**src/rtl/seg_scan_if.sv**
```systemverilog
// Control and display signals between the scan controller and its host/display.
interface seg_scan_if;
  logic        en;
  logic        load;
  logic [31:0] data;
  logic [7:0]  dp;
  logic [7:0]  blank;
  logic [2:0]  sel;
  logic [6:0]  seg;
  logic        dp_n;
  logic        tick;

  modport master (
    output en, load, data, dp, blank,
    input  sel, seg, dp_n, tick
  );

  modport slave (
    input  en, load, data, dp, blank,
    output sel, seg, dp_n, tick
  );
endinterface

```
**src/rtl/seg_scan_ctrl.sv**
```systemverilog
// Eight-digit seven-segment scan controller: prescaled digit index plus
// registered hex segment patterns from a double-buffered display word.
module seg_scan_ctrl #(
  parameter int unsigned CLK_DIV        = 100000,
  parameter bit          SEG_ACTIVE_LOW = 1'b1
) (
  input  logic       clk,
  input  logic       rst_n,
  seg_scan_if.slave  io_scan
);

  localparam int unsigned CNT_W    = $clog2(CLK_DIV);
  localparam logic [6:0]  SEG_DARK = SEG_ACTIVE_LOW ? 7'h7F : 7'h00;
  localparam logic        DP_DARK  = SEG_ACTIVE_LOW;

  typedef struct packed {
    logic [31:0] data;
    logic [7:0]  dp;
    logic [7:0]  blank;
  } frame_t;

  localparam frame_t FRAME_RST = {32'h0, 8'h00, 8'hFF};

  logic [CNT_W-1:0] r_cnt;
  logic [2:0]       r_sel;
  logic             r_tick;
  logic [6:0]       r_seg;
  logic             r_dp_n;
  frame_t           r_pend;
  frame_t           r_act;

  logic             w_term;
  logic             w_wrap;
  logic [CNT_W-1:0] w_cnt_nxt;
  logic [2:0]       w_sel_nxt;
  frame_t           w_pend_nxt;
  frame_t           w_act_nxt;
  logic [3:0]       w_nib;
  logic [6:0]       w_hex;
  logic [6:0]       w_seg_nxt;
  logic             w_dp_n_nxt;

  // Prescaler, digit index and buffer commit
  always_comb begin
    w_term     = io_scan.en && (r_cnt == CNT_W'(CLK_DIV - 1));
    w_wrap     = w_term && (r_sel == 3'd7);
    w_cnt_nxt  = r_cnt;
    if (io_scan.en) begin
      w_cnt_nxt = w_term ? '0 : r_cnt + CNT_W'(1);
    end
    w_sel_nxt  = w_term ? r_sel + 3'd1 : r_sel;
    w_pend_nxt = io_scan.load ? frame_t'({io_scan.data, io_scan.dp, io_scan.blank}) : r_pend;
    // Commit samples the pending value from before this edge, so a coincident load waits a frame
    w_act_nxt  = w_wrap ? r_pend : r_act;
  end

  // Pattern is derived from next-state sel/buffer so it lands on the same edge as sel
  always_comb begin
    w_nib = w_act_nxt.data[{w_sel_nxt, 2'b00} +: 4];
    w_hex = 7'h00;
    case (w_nib)
      4'h0: w_hex = 7'h3F;
      4'h1: w_hex = 7'h06;
      4'h2: w_hex = 7'h5B;
      4'h3: w_hex = 7'h4F;
      4'h4: w_hex = 7'h66;
      4'h5: w_hex = 7'h6D;
      4'h6: w_hex = 7'h7D;
      4'h7: w_hex = 7'h07;
      4'h8: w_hex = 7'h7F;
      4'h9: w_hex = 7'h6F;
      4'hA: w_hex = 7'h77;
      4'hB: w_hex = 7'h7C;
      4'hC: w_hex = 7'h39;
      4'hD: w_hex = 7'h5E;
      4'hE: w_hex = 7'h79;
      4'hF: w_hex = 7'h71;
      default: w_hex = 7'h00;
    endcase

    w_seg_nxt  = SEG_DARK;
    w_dp_n_nxt = DP_DARK;
    if (io_scan.en && !w_act_nxt.blank[w_sel_nxt]) begin
      w_seg_nxt  = SEG_ACTIVE_LOW ? ~w_hex : w_hex;
      w_dp_n_nxt = SEG_ACTIVE_LOW ? ~w_act_nxt.dp[w_sel_nxt] : w_act_nxt.dp[w_sel_nxt];
    end
  end

  always_ff @(posedge clk or negedge rst_n) begin
    if (!rst_n) begin
      r_cnt  <= '0;
      r_sel  <= 3'd0;
      r_tick <= 1'b0;
      r_seg  <= SEG_DARK;
      r_dp_n <= DP_DARK;
      r_pend <= FRAME_RST;
      r_act  <= FRAME_RST;
    end else begin
      r_cnt  <= w_cnt_nxt;
      r_sel  <= w_sel_nxt;
      r_tick <= w_term;
      r_seg  <= w_seg_nxt;
      r_dp_n <= w_dp_n_nxt;
      r_pend <= w_pend_nxt;
      r_act  <= w_act_nxt;
    end
  end

  assign io_scan.sel  = r_sel;
  assign io_scan.seg  = r_seg;
  assign io_scan.dp_n = r_dp_n;
  assign io_scan.tick = r_tick;

endmodule

```
**src/flat_wrapper.sv**
```systemverilog
// flat-port wrapper written by rule: the top's interface ports become plain ports
module seg_scan_ctrl_flat 
#(
  parameter int unsigned CLK_DIV        = 100000,
  parameter bit          SEG_ACTIVE_LOW = 1'b1
)
  (clk, rst_n, io_scan_en, io_scan_load, io_scan_data, io_scan_dp, io_scan_blank, io_scan_sel, io_scan_seg, io_scan_dp_n, io_scan_tick);
  seg_scan_if io_scan_i ();
  input  logic clk;
  input  logic rst_n;
  input wire logic [$bits(io_scan_i.en)-1:0] io_scan_en;
  input wire logic [$bits(io_scan_i.load)-1:0] io_scan_load;
  input wire logic [$bits(io_scan_i.data)-1:0] io_scan_data;
  input wire logic [$bits(io_scan_i.dp)-1:0] io_scan_dp;
  input wire logic [$bits(io_scan_i.blank)-1:0] io_scan_blank;
  output wire logic [$bits(io_scan_i.sel)-1:0] io_scan_sel;
  output wire logic [$bits(io_scan_i.seg)-1:0] io_scan_seg;
  output wire logic [$bits(io_scan_i.dp_n)-1:0] io_scan_dp_n;
  output wire logic [$bits(io_scan_i.tick)-1:0] io_scan_tick;
  assign io_scan_i.en = io_scan_en;
  assign io_scan_i.load = io_scan_load;
  assign io_scan_i.data = io_scan_data;
  assign io_scan_i.dp = io_scan_dp;
  assign io_scan_i.blank = io_scan_blank;
  assign io_scan_sel = io_scan_i.sel;
  assign io_scan_seg = io_scan_i.seg;
  assign io_scan_dp_n = io_scan_i.dp_n;
  assign io_scan_tick = io_scan_i.tick;
  seg_scan_ctrl #(.CLK_DIV(CLK_DIV), .SEG_ACTIVE_LOW(SEG_ACTIVE_LOW)) u_core (.clk(clk), .rst_n(rst_n), .io_scan(io_scan_i));
endmodule
```
**config.mk**
```make
export PLATFORM = sky130hd
export DESIGN_NAME = seg_scan_ctrl_flat
export DESIGN_NICKNAME = d
export VERILOG_FILES = /design/src/rtl/seg_scan_if.sv /design/src/rtl/seg_scan_ctrl.sv /design/src/flat_wrapper.sv
export SDC_FILE = /design/constraint.sdc
export NUM_CORES = 1
export LEC_CHECK = 0
export CAP_MARGIN = 5
export CORE_AREA = 2 2 107 109
export DETAILED_ROUTE_END_ITERATION = 8
export DIE_AREA = 0 0 109 111
export PLACE_DENSITY = 0.76
export SETUP_SLACK_MARGIN = 0.3
export SYNTH_ARGS = -nofsm -noshare
export SYNTH_HDL_FRONTEND = slang
export SYNTH_SLANG_ARGS = --single-unit
```
**constraint.sdc**
```tcl
create_clock -name clk -period 6.65 [get_ports clk]
set_input_delay 1.33 -clock clk [delete_from_list [all_inputs] [get_ports clk]]
set_output_delay 1.33 -clock clk [all_outputs]
set_load 0.1 [all_outputs]
```
==> run metrics <==
Cells after Synth=500; number of distinct standard cells referenced by the synthesized netlist=57; layout overhead on the synthesized area=22.6%; run status=complete, no violations; Tmin final=5080 ps; DR vias/cell=5.44; endpoint kind of the worst setup timing path=flip-flop; Floorplan Core Area=11100 µm²; CTS tree=built; Pins Over Slew Limit=0; number of antenna-violating nets in the routed design=0; clock slew at the register clock pins of the worst setup and hold paths=50 ps; via count=3905; total of warnings raised by yosys=0; cell internal power dissipation=1.49 mW; Die X=109 µm; wire length of the first global-routing pass=20200 µm; Worst path slowest cell=clkdlybuf4s50_1; Final Hold Violating Endpoints=0; vias in the first global route=4083; full die area=12100 µm²; fraction of post-synthesis cell area in the top cell type by area=0.432; die outline height=111 µm; switching power=0.418 mW; buffers from clock root to sink, at most=2; Static Leak=3.15 nW; Cell Pwr Density=266 nW/µm²; I/O Buffers=63; total of cells resized after clock tree synthesis=0; number of top-level pins=64; share of post-route cells with drive strength above 1=0.275; number of buffers inserted by hold repair at cts=0; final setup TNS=0 ps; HPWL after DPL=7960 µm; portion of the post-synthesis area used by sequential elements=0.539; number of buffers inserted by post-CTS setup repair=0; combined global-route utilization of all metal layers=0.219; 1st-iter DRT viols=183; largest fanout on the critical path=21; Slew headroom=0.274; final estimated routing congestion in global placement=0.837; count of maximum capacitance violations=0; maximum number of pins on one net before global-route repair=74; number of synthesized register bits=125; Fmax achieved=197 MHz; Seq pwr share=0.446; number of enable flip-flop cells after synthesis=0; worst hold path class=flip-flop to flip-flop; Synth Cell Area=5860 µm²; unrepaired setup endpoints after global routing=no; skew final=5.04 ps; Largest stage delay, worst path=620 ps; count of antenna diodes in the layout=0; clock share of power=0.485; average footprint of a synthesized cell=11.7 µm²; root cell of the clock tree=clkbuf_16; power share of the combinational group=0.069; measured slew at the worst slew-check pin=1090 ps; post-synthesis cell type with the largest combined area=dfrtp_1; WS Path Type=input pin to flip-flop; CP required=6980 ps; crit start category=input pin; setup-violating endpoint count in the final report=0; worst IR drop on VDD=169 µV; async set or reset register ratio after synthesis=1.00; period utilization=0.764; fin worst setup slack=1570 ps; switching share of power=0.219; iteration count of the initial detailed-routing pass=7; Site Rows=39; register-to-register setup slack=2480 ps; number of CTS-inserted buffers=17; top cells by area, synth=dfrtp_1 (43%), mux2_2 (15%), dfstp_2 (11%), nand2_1 (6.7%), mux2i_1 (2.9%); signal arrival time at the worst endpoint=5410 ps; number of antenna violations at the first check in global routing=0; total clock sinks=125; cell types with the highest counts after synthesis=nand2_1 (104), dfrtp_1 (101), mux2_2 (76); total wire length=11900 µm; count of nets after finishing=623; Remaining Overflow, GRT=0; share of the core filled with cells=0.648; final standard cell area without fillers=7180 µm²; Placement Cell Area=6580 µm²; average wire per standard cell=16.5 µm; insertion delay to the later sink of the worst-skew pair=420 ps; pre-CTS setup slack=1240 ps; CP Cell Sequence=clkdlybuf4s50_1 > nand2_1 > nor4_2 > nand2_2 > clkinv_2 > xnor2_4 > clkinv_4 > mux2_2 > mux2i_1 > mux2i_1 > inv_1 > ha_1 > inv_1 > nor2_1 > a211oi_1 > o21ai_1; initial core utilization=0.529; Primary FF master, synth=dfrtp_1; library cell with the highest instance count after synthesis=nand2_1; count of unresolved DRC violations after routing=0; H-tree depth reported by CTS=4; Post-Synthesis Net Count=561
## metal layers
layer  up-vias  track usage  wire length, µm
li1       1865            -                -
met1      1932        0.271             4880
met2        87        0.361             6190
met3        21       0.0606              541
met4         0       0.0838              234
met5         -            0                0
## through the flow
stage | total power, mW | cells | hold WS (ps)
6_report | 1.91 | 718 | 462
5_1_grt | 1.98 | 718 | 494
4_1_cts | 1.93 | 718 | 467
3_5_place_dp | 0.997 | 686 | 455
3_3_place_gp | 0.990 | 686 | 444
2_1_floorplan | 0.926 | 500 | 429
## cell type report
| type | count | area, µm² |
|---|---|---|
| repair buffers | 68 | 661 |
| fillers | 842 | 3890 |
| clock inverters | 11 | 141 |
| inverters | 11 | 47.5 |
| flip-flops and latches | 125 | 3160 |
| multi-input cells | 339 | 2540 |
| well taps | 143 | 179 |
| clock buffers | 21 | 460 |
## cell families (layout without fill, tap and decap cells)
family | count (synthesis) | in the layout | share of synthesized area
and+or+nand+nor | 172 | 172 | 0.134
xor gates and xnor gates | 16 | 16 | 0.0271
adders and majority gates | 9 | 9 | 0.0192
buffers and inverters | 36 | 111 | 0.0286
DFF | 125 | 125 | 0.539
muxes | 100 | 100 | 0.200
AOI/OAI and AO/OA | 42 | 42 | 0.0521
## registers in the layout, summed over array words and instances (netlist names)
name / cells
u_core.r_act: 48
u_core.r_pend: 48
u_core.r_cnt: 17
u_core.io_scan.seg: 7
u_core.io_scan.sel: 3
u_core.io_scan.dp_n: 1
u_core.io_scan.tick: 1
## critical path, delay by kind of cell
family                   cells  cell delay (ps)
multiplexers                 3              720
XOR/XNOR                     1              210
AO/OA/AOI/OAI                2              330
buffers and inverters        5             1450
AND/OR/NAND/NOR              4             1090
adder cells (fa/ha/maj)      1              280
## path summary, 6_finish.rpt
| check | depth (start not counted) | endpoint | from |
|---|---|---|---|
| max | 16 | u_core.io_scan.seg[3] | io_scan_en |
| min | 2 | u_core.r_act[9] | u_core.r_act[9] |
| max reg2reg | 15 | u_core.io_scan.seg[3] | u_core.r_cnt[8] |
| min reg2reg | 2 | u_core.r_act[9] | u_core.r_act[9] |
| max in group asynchronous | 2 | u_core.r_pend[10] | rst_n |
| min in group asynchronous | 1 | u_core.r_pend[39] | rst_n |
## cells in the final DEF, fill, tap and decap left out, drive strengths merged, types with 2 or more instances in the layout
| master | n |
|---|---|
| nand3 | 16 |
| mux2i | 18 |
| buf | 7 |
| and3 | 5 |
| o21ai | 5 |
| a21oi | 10 |
| o2111ai | 2 |
| nor4 | 2 |
| mux4 | 5 |
| nor2 | 22 |
| o21a | 2 |
| dfstp | 24 |
| clkinv | 7 |
| dfrtp | 101 |
| nand2 | 105 |
| or3 | 2 |
| nand3b | 2 |
| xor2 | 6 |
| bufinv | 3 |
| clkinvlp | 3 |
| o221ai | 5 |
| a211oi | 4 |
| nand4 | 5 |
| o211ai | 5 |
| mux2 | 77 |
| nand2b | 4 |
| xnor2 | 10 |
| clkdlybuf4s50 | 61 |
| inv | 9 |
| ha | 9 |
| nor2b | 3 |
| clkbuf | 21 |
## power by group through the flow
stage	Sequential, mW	Clock (mW)	Combinational (mW)
6_report	0.851	0.926	0.131
5_1_grt	0.857	0.982	0.145
4_1_cts	0.851	0.942	0.134
3_5_place_dp	0.863	0	0.133
3_3_place_gp	0.861	0	0.129
2_1_floorplan	0.864	0	0.0616
(Power assumes the default switching activity.)
==> RTL edit 1 (config.mk and constraints unchanged) <==
`SEG_ACTIVE_LOW` is set to 1'b1 in 2 places; all go to 1'b0.
--- a/src/rtl/seg_scan_ctrl.sv
+++ b/src/rtl/seg_scan_ctrl.sv
@@ -3,5 +3,5 @@
 module seg_scan_ctrl #(
   parameter int unsigned CLK_DIV        = 100000,
-  parameter bit          SEG_ACTIVE_LOW = 1'b1
+  parameter bit          SEG_ACTIVE_LOW = 1'b0
 ) (
   input  logic       clk,
--- a/src/flat_wrapper.sv
+++ b/src/flat_wrapper.sv
@@ -3,5 +3,5 @@
 #(
   parameter int unsigned CLK_DIV        = 100000,
-  parameter bit          SEG_ACTIVE_LOW = 1'b1
+  parameter bit          SEG_ACTIVE_LOW = 1'b0
 )
   (clk, rst_n, io_scan_en, io_scan_load, io_scan_data, io_scan_dp, io_scan_blank, io_scan_sel, io_scan_seg, io_scan_dp_n, io_scan_tick);
Behaviour: not the same (Yosys sat finds a counterexample within 4 cycles, from zero or initial values and one cycle with rst_n low).
==> RTL edit 1 against the unedited design <==
- routed wire length up 0.27%
- clock power decreased by 2%
- combinational power is essentially flat
- power shrank 1.1%
- worst setup slack better by 0.24 ns
- final cell count is 3.6% lower
- largest cell class unchanged
- sequential cell count stayed put
- non-clock buffer count is 2 lower
- cell area grew 0.52%
- largest power group unchanged
- area after synthesis grew 1.9%
==> RTL edit 1: results (changes against the unedited design) <==
* Finished Layout Cells at 692 (-3.6%)
* Reg2Reg Setup Slack at 2.45 ns (-0.03 ns)
* Met3 usage at 6.70% (+0.65 points)
* Vias in the first global route at 4000 (-2.0%)
* Final nets at 597 (-4.2%)
* Worst R2R Path Depth at 9 (-6)
* Top cells by count, synth: 109 x dfrtp_1, 75 x mux2_2, 72 x nand2_1
* Pleak at 3.32 nW (+5.3%)
* P_sw at 0.414 mW (-1.0%)
* Top post-synthesis cells by area: dfrtp_1 46%, mux2_2 14%, dfstp_2 7.0%
* Sequential area share after synthesis at 52.8% (-1.2 points)
* Share of layout cells above drive strength 1 at 27.5% (about the same)
* Worst slew pin tran at 1.04 ns (-0.0528 ns)
* Status: finished, final reports clean
* Worst setup slack after placement at 1.40 ns (+0.158 ns)
* Met1 Track Usage GR at 27.6% (+0.50 points)
* Pin count of the biggest net entering global routing at 78 (+5.4%)
* # placed instances at 660 (-3.8%)
* Routability cong. at 0.810 (-3.2%)
* Worst-path maximum fanout at 13 (-38%)
* Min-delay src: u_core.r_act[0]$_DFF_PN1_
* DRT iter0 DRCs at 201 (+9.8%)
* Arr. time, crit path at 5.15 ns (-0.26 ns)
* First-pass GRT wire length at 19600 um (-2.7%)
* Clock Skew at 0.00677 ns (+0.00173 ns)
* Net count after synthesis at 536 (-4.5%)
* Post-layout min period at 4.84 ns (-0.238 ns)
* Gr usage total at 21.5% (-0.32 points)
* Setup crit end: u_core.io_scan.seg[4]$_DFF_PN0_
* Number of distinct library cells after synthesis at 60 (+5.3%)
* Syn avg cell area at 12.6 um^2 (+7.2%)
* Worst vdd ir at 0.000174 V (+3.1%)
* Cell Area, Placed at 6620 um^2 (+0.61%)
* Overflow after GRT at 0 (unchanged)
* RR Startpoint: u_core.io_scan.sel[0]$_DFF_PN0_
* Global-route track usage on met2 at 34.0% (-2.1 points)
* Final wirelength at 11900 um (+0.27%)
* Drt via density at 5.46 (+0.30%)
* DPL Wire Length at 7830 um (-1.5%)
* Pre-Repair DR Iteration Count at 5 (-2)
* Hold slack at 0.461 ns (-0.00120 ns)
==> RTL edit 1: changes by cell type after synthesis, sizes merged, moves of 5 or more <==
cell,delta
inv,+5
dfstp,-8
o221ai,-5
dfrtp,+8
clkbuf,-5
mux2,+9
nor3,+5
nand2,-32
mux2i,+6
==> RTL edit 1: critical path: stages <==
cell and delay, ns:
clkdlybuf4s50_1 0.55, and4_1 0.27, nand2_1 0.34, nor2_8 0.13, xnor2_2 0.80, inv_1 0.19, o21a_1 0.25, o32ai_2 0.75
mux2_4 0.35, o211a_1 0.20
==> RTL edit 1: kinds of logic after synthesis <==
group | synth area share, %
multiplexers | 23.6
AO/OA/AOI/OAI | 4.03
adder cells (fa/ha/maj) | 1.89
XOR/XNOR | 2.47
flip-flops | 52.8
AND/OR/NAND/NOR | 11.6
buffers and inverters | 3.71
==> RTL edit 1: area by class of cell <==
| type | count | area [um^2] |
|---|---|---|
| fill | 832 | 3860 |
| sequential | 125 | 3150 |
| multi-input combinational | 312 | 2600 |
| timing repair buffer | 66 | 646 |
| clock buffer | 29 | 583 |
| tap | 143 | 179 |
| inverter | 14 | 52.6 |
| clock inverter | 3 | 16.3 |
==> RTL edit 1: per-layer routing <==
layer  vias to the layer above  wire, um
li1                       1780         -
met1                      1895      5230
met2                        84      5880
met3                        16       583
met4                         0       192
met5                         -         0
==> RTL edit 1: power by group through the flow <==
stage	Clock, mW	Sequential, mW	Combinational, mW
floorplan	0	0.863	0.0612
global placement	0	0.859	0.128
detailed placement	0	0.861	0.132
CTS	0.920	0.849	0.133
global route	0.961	0.855	0.143
finish	0.907	0.850	0.131
==> RTL edit 2 (same settings) <==
Without the edit above. Reset style: synchronous (`rst_n`), changed in one clocked block.
--- a/src/rtl/seg_scan_ctrl.sv
+++ b/src/rtl/seg_scan_ctrl.sv
@@ -87,5 +87,5 @@
   end
 
-  always_ff @(posedge clk or negedge rst_n) begin
+  always_ff @(posedge clk) begin
     if (!rst_n) begin
       r_cnt  <= '0;
Check against the original RTL: no difference found for any inputs over 10 cycles, from zero or initial values and one cycle with rst_n low; that may be too few to reach the edited logic, so the function may still have changed.
==> RTL edit 2 against the unedited design <==
- area after synthesis up 2.5%
- cell area up 0.66%
- power down 7.6%
- combinational power down 32%
- first-iteration DRC count up 93%
- sequential cell count unchanged
- count of clock-buffer cells in the layout down 2
- worst setup slack better by 0.12 ns
- routed wire length up 11%
==> RTL edit 2: results (changes against the unedited design) <==
* Cell Area, Placed at 6660 um^2 (+1.2%)
* Final nets at 715 (+15%)
* Internal power at 1.39 mW (-6.9%)
* Clock Skew at 0.00801 ns (+0.00297 ns)
* Via Count at 4608 (+18%)
* Hold slack at 0.468 ns (+0.00542 ns)
* Gr usage total at 23.0% (+1.2 points)
* Sequential area share after synthesis at 41.7% (-12 points)
* Min-delay src: u_core.r_act[40]$_SDFF_PN0_
* Clock power share at 50.5% (+2.0 points)
* Final wirelength at 13200 um (+11%)
* Root Buffer: clkbuf_16
* Metal-1 WL at 5650 um (+16%)
* # placed instances at 778 (+13%)
* Seq pwr share at 44.5% (about the same)
* Switching Fraction at 21.3% (-0.60 points)
* Critical-path top delay cell: clkdlybuf4s50_1
* DPL Wire Length at 8760 um (+10%)
* DRT iter0 DRCs at 353 (+93%)
* Syn avg cell area at 9.85 um^2 (-16%)
* Total CTS buffers at 17 (unchanged)
* Post-synth ARST share at 0% (-100 points)
* Drt via density at 5.70 (+4.9%)
* Pre-Repair DR Iteration Count at 5 (-2)
* Routability cong. at 0.893 (+6.7%)
* Worst setup slack after placement at 1.32 ns (+0.0826 ns)
* Slew margin rel. at 25.4% (-1.9 points)
* Clk buf depth at 2 (unchanged)
* Reg2Reg Setup Slack at 2.62 ns (+0.14 ns)
* Met3 WL at 707 um (+31%)
* CP delay by family, top: simple AND/OR/NAND/NOR gates
* Top cells by count, synth: 125 x dfxtp_1, 111 x nand2_1, 74 x mux2i_1
* Top post-synthesis cells by area: dfxtp_1 42%, mux2i_1 12%, mux4_2 9.0%
* Worst vdd ir at 0.000230 V (+36%)
* Hold Path Sink: u_core.r_act[40]$_SDFF_PN0_
* Number of distinct library cells after synthesis at 49 (-14%)
* Vias in the first global route at 4518 (+11%)
* Prevailing post-synth register cell: dfxtp_1
* Share of layout cells above drive strength 1 at 10.2% (-17 points)
* Worst R2R Path Depth at 10 (-5)
* Reg2reg end: u_core.io_scan.seg[1]$_SDFF_PN1_
* First-pass GRT wire length at 21900 um (+8.3%)
* Ys Warns at 0 (unchanged)
* Arr. time, crit path at 5.27 ns (-0.14 ns)
* Pleak at 2.73 nW (-13%)
* Met2 Wirelength at 6580 um (+6.2%)
* Worst-path maximum fanout at 11 (-48%)
* Pin count of the biggest net entering global routing at 105 (+42%)
* Status: finished, final reports clean
* RR Startpoint: u_core.io_scan.sel[2]$_SDFF_PN0_
[RTL edit 2: cell count changes in the layout (fill, tap and decap cells not counted), moves of 15 or more]
| cell | delta |
|---|---|
| mux2i_1 | +57 |
| dfxtp_1 | +124 |
| dfrtp_1 | -101 |
| mux4_2 | +19 |
| a21boi_1 | +19 |
| a21boi_0 | +15 |
| dfstp_2 | -24 |
| nor2b_1 | +50 |
| mux2_2 | -76 |
[RTL edit 2: kinds of logic (layout without fill, tap and decap cells)]
logic type                 Yosys count  in the layout  share of synthesized area (%)
xor gates and xnor gates            15             15                           2.19
and+or+nand+nor                    242            242                           19.3
DFF                                125            125                           41.7
adders and majority gates            9              9                           1.88
muxes                              104            104                           23.2
buffers and inverters               49            105                           3.54
AOI/OAI and AO/OA                   65             65                           8.11
[RTL edit 2: worst max-delay path by stage]
stage	startpoint	to	slack, ns	cells past startpoint
6_report	io_scan_en	u_core.io_scan.seg[1]$_SDFF_PN1_	1.69	12
5_1_grt	io_scan_en	u_core.io_scan.seg[1]$_SDFF_PN1_	1.47	12
4_1_cts	io_scan_en	u_core.io_scan.seg[1]$_SDFF_PN1_	1.75	12
3_5_place_dp	io_scan_en	u_core.io_scan.seg[1]$_SDFF_PN1_	1.32	12
3_3_place_gp	io_scan_en	u_core.io_scan.seg[1]$_SDFF_PN1_	1.57	12
2_1_floorplan	io_scan_en	u_core.io_scan.seg[1]$_SDFF_PN1_	2.39	14
[RTL edit 2: layout make-up]
cell class              count  area (um^2)
clock buffers              19          453
well taps                 143          179
multi-input cells         435         3300
fillers                   890         3850
repair buffers             67          651
flip-flops and latches    125         2500
clock inverters            11          119
inverters                   8         30.0
[RTL edit 2: per-layer routing]
metal	GRT usage (%)	up-vias
met4	9.66	0
met1	29.1	2230
met5	0	-
met2	37.6	140
li1	-	2213
met3	5.29	25
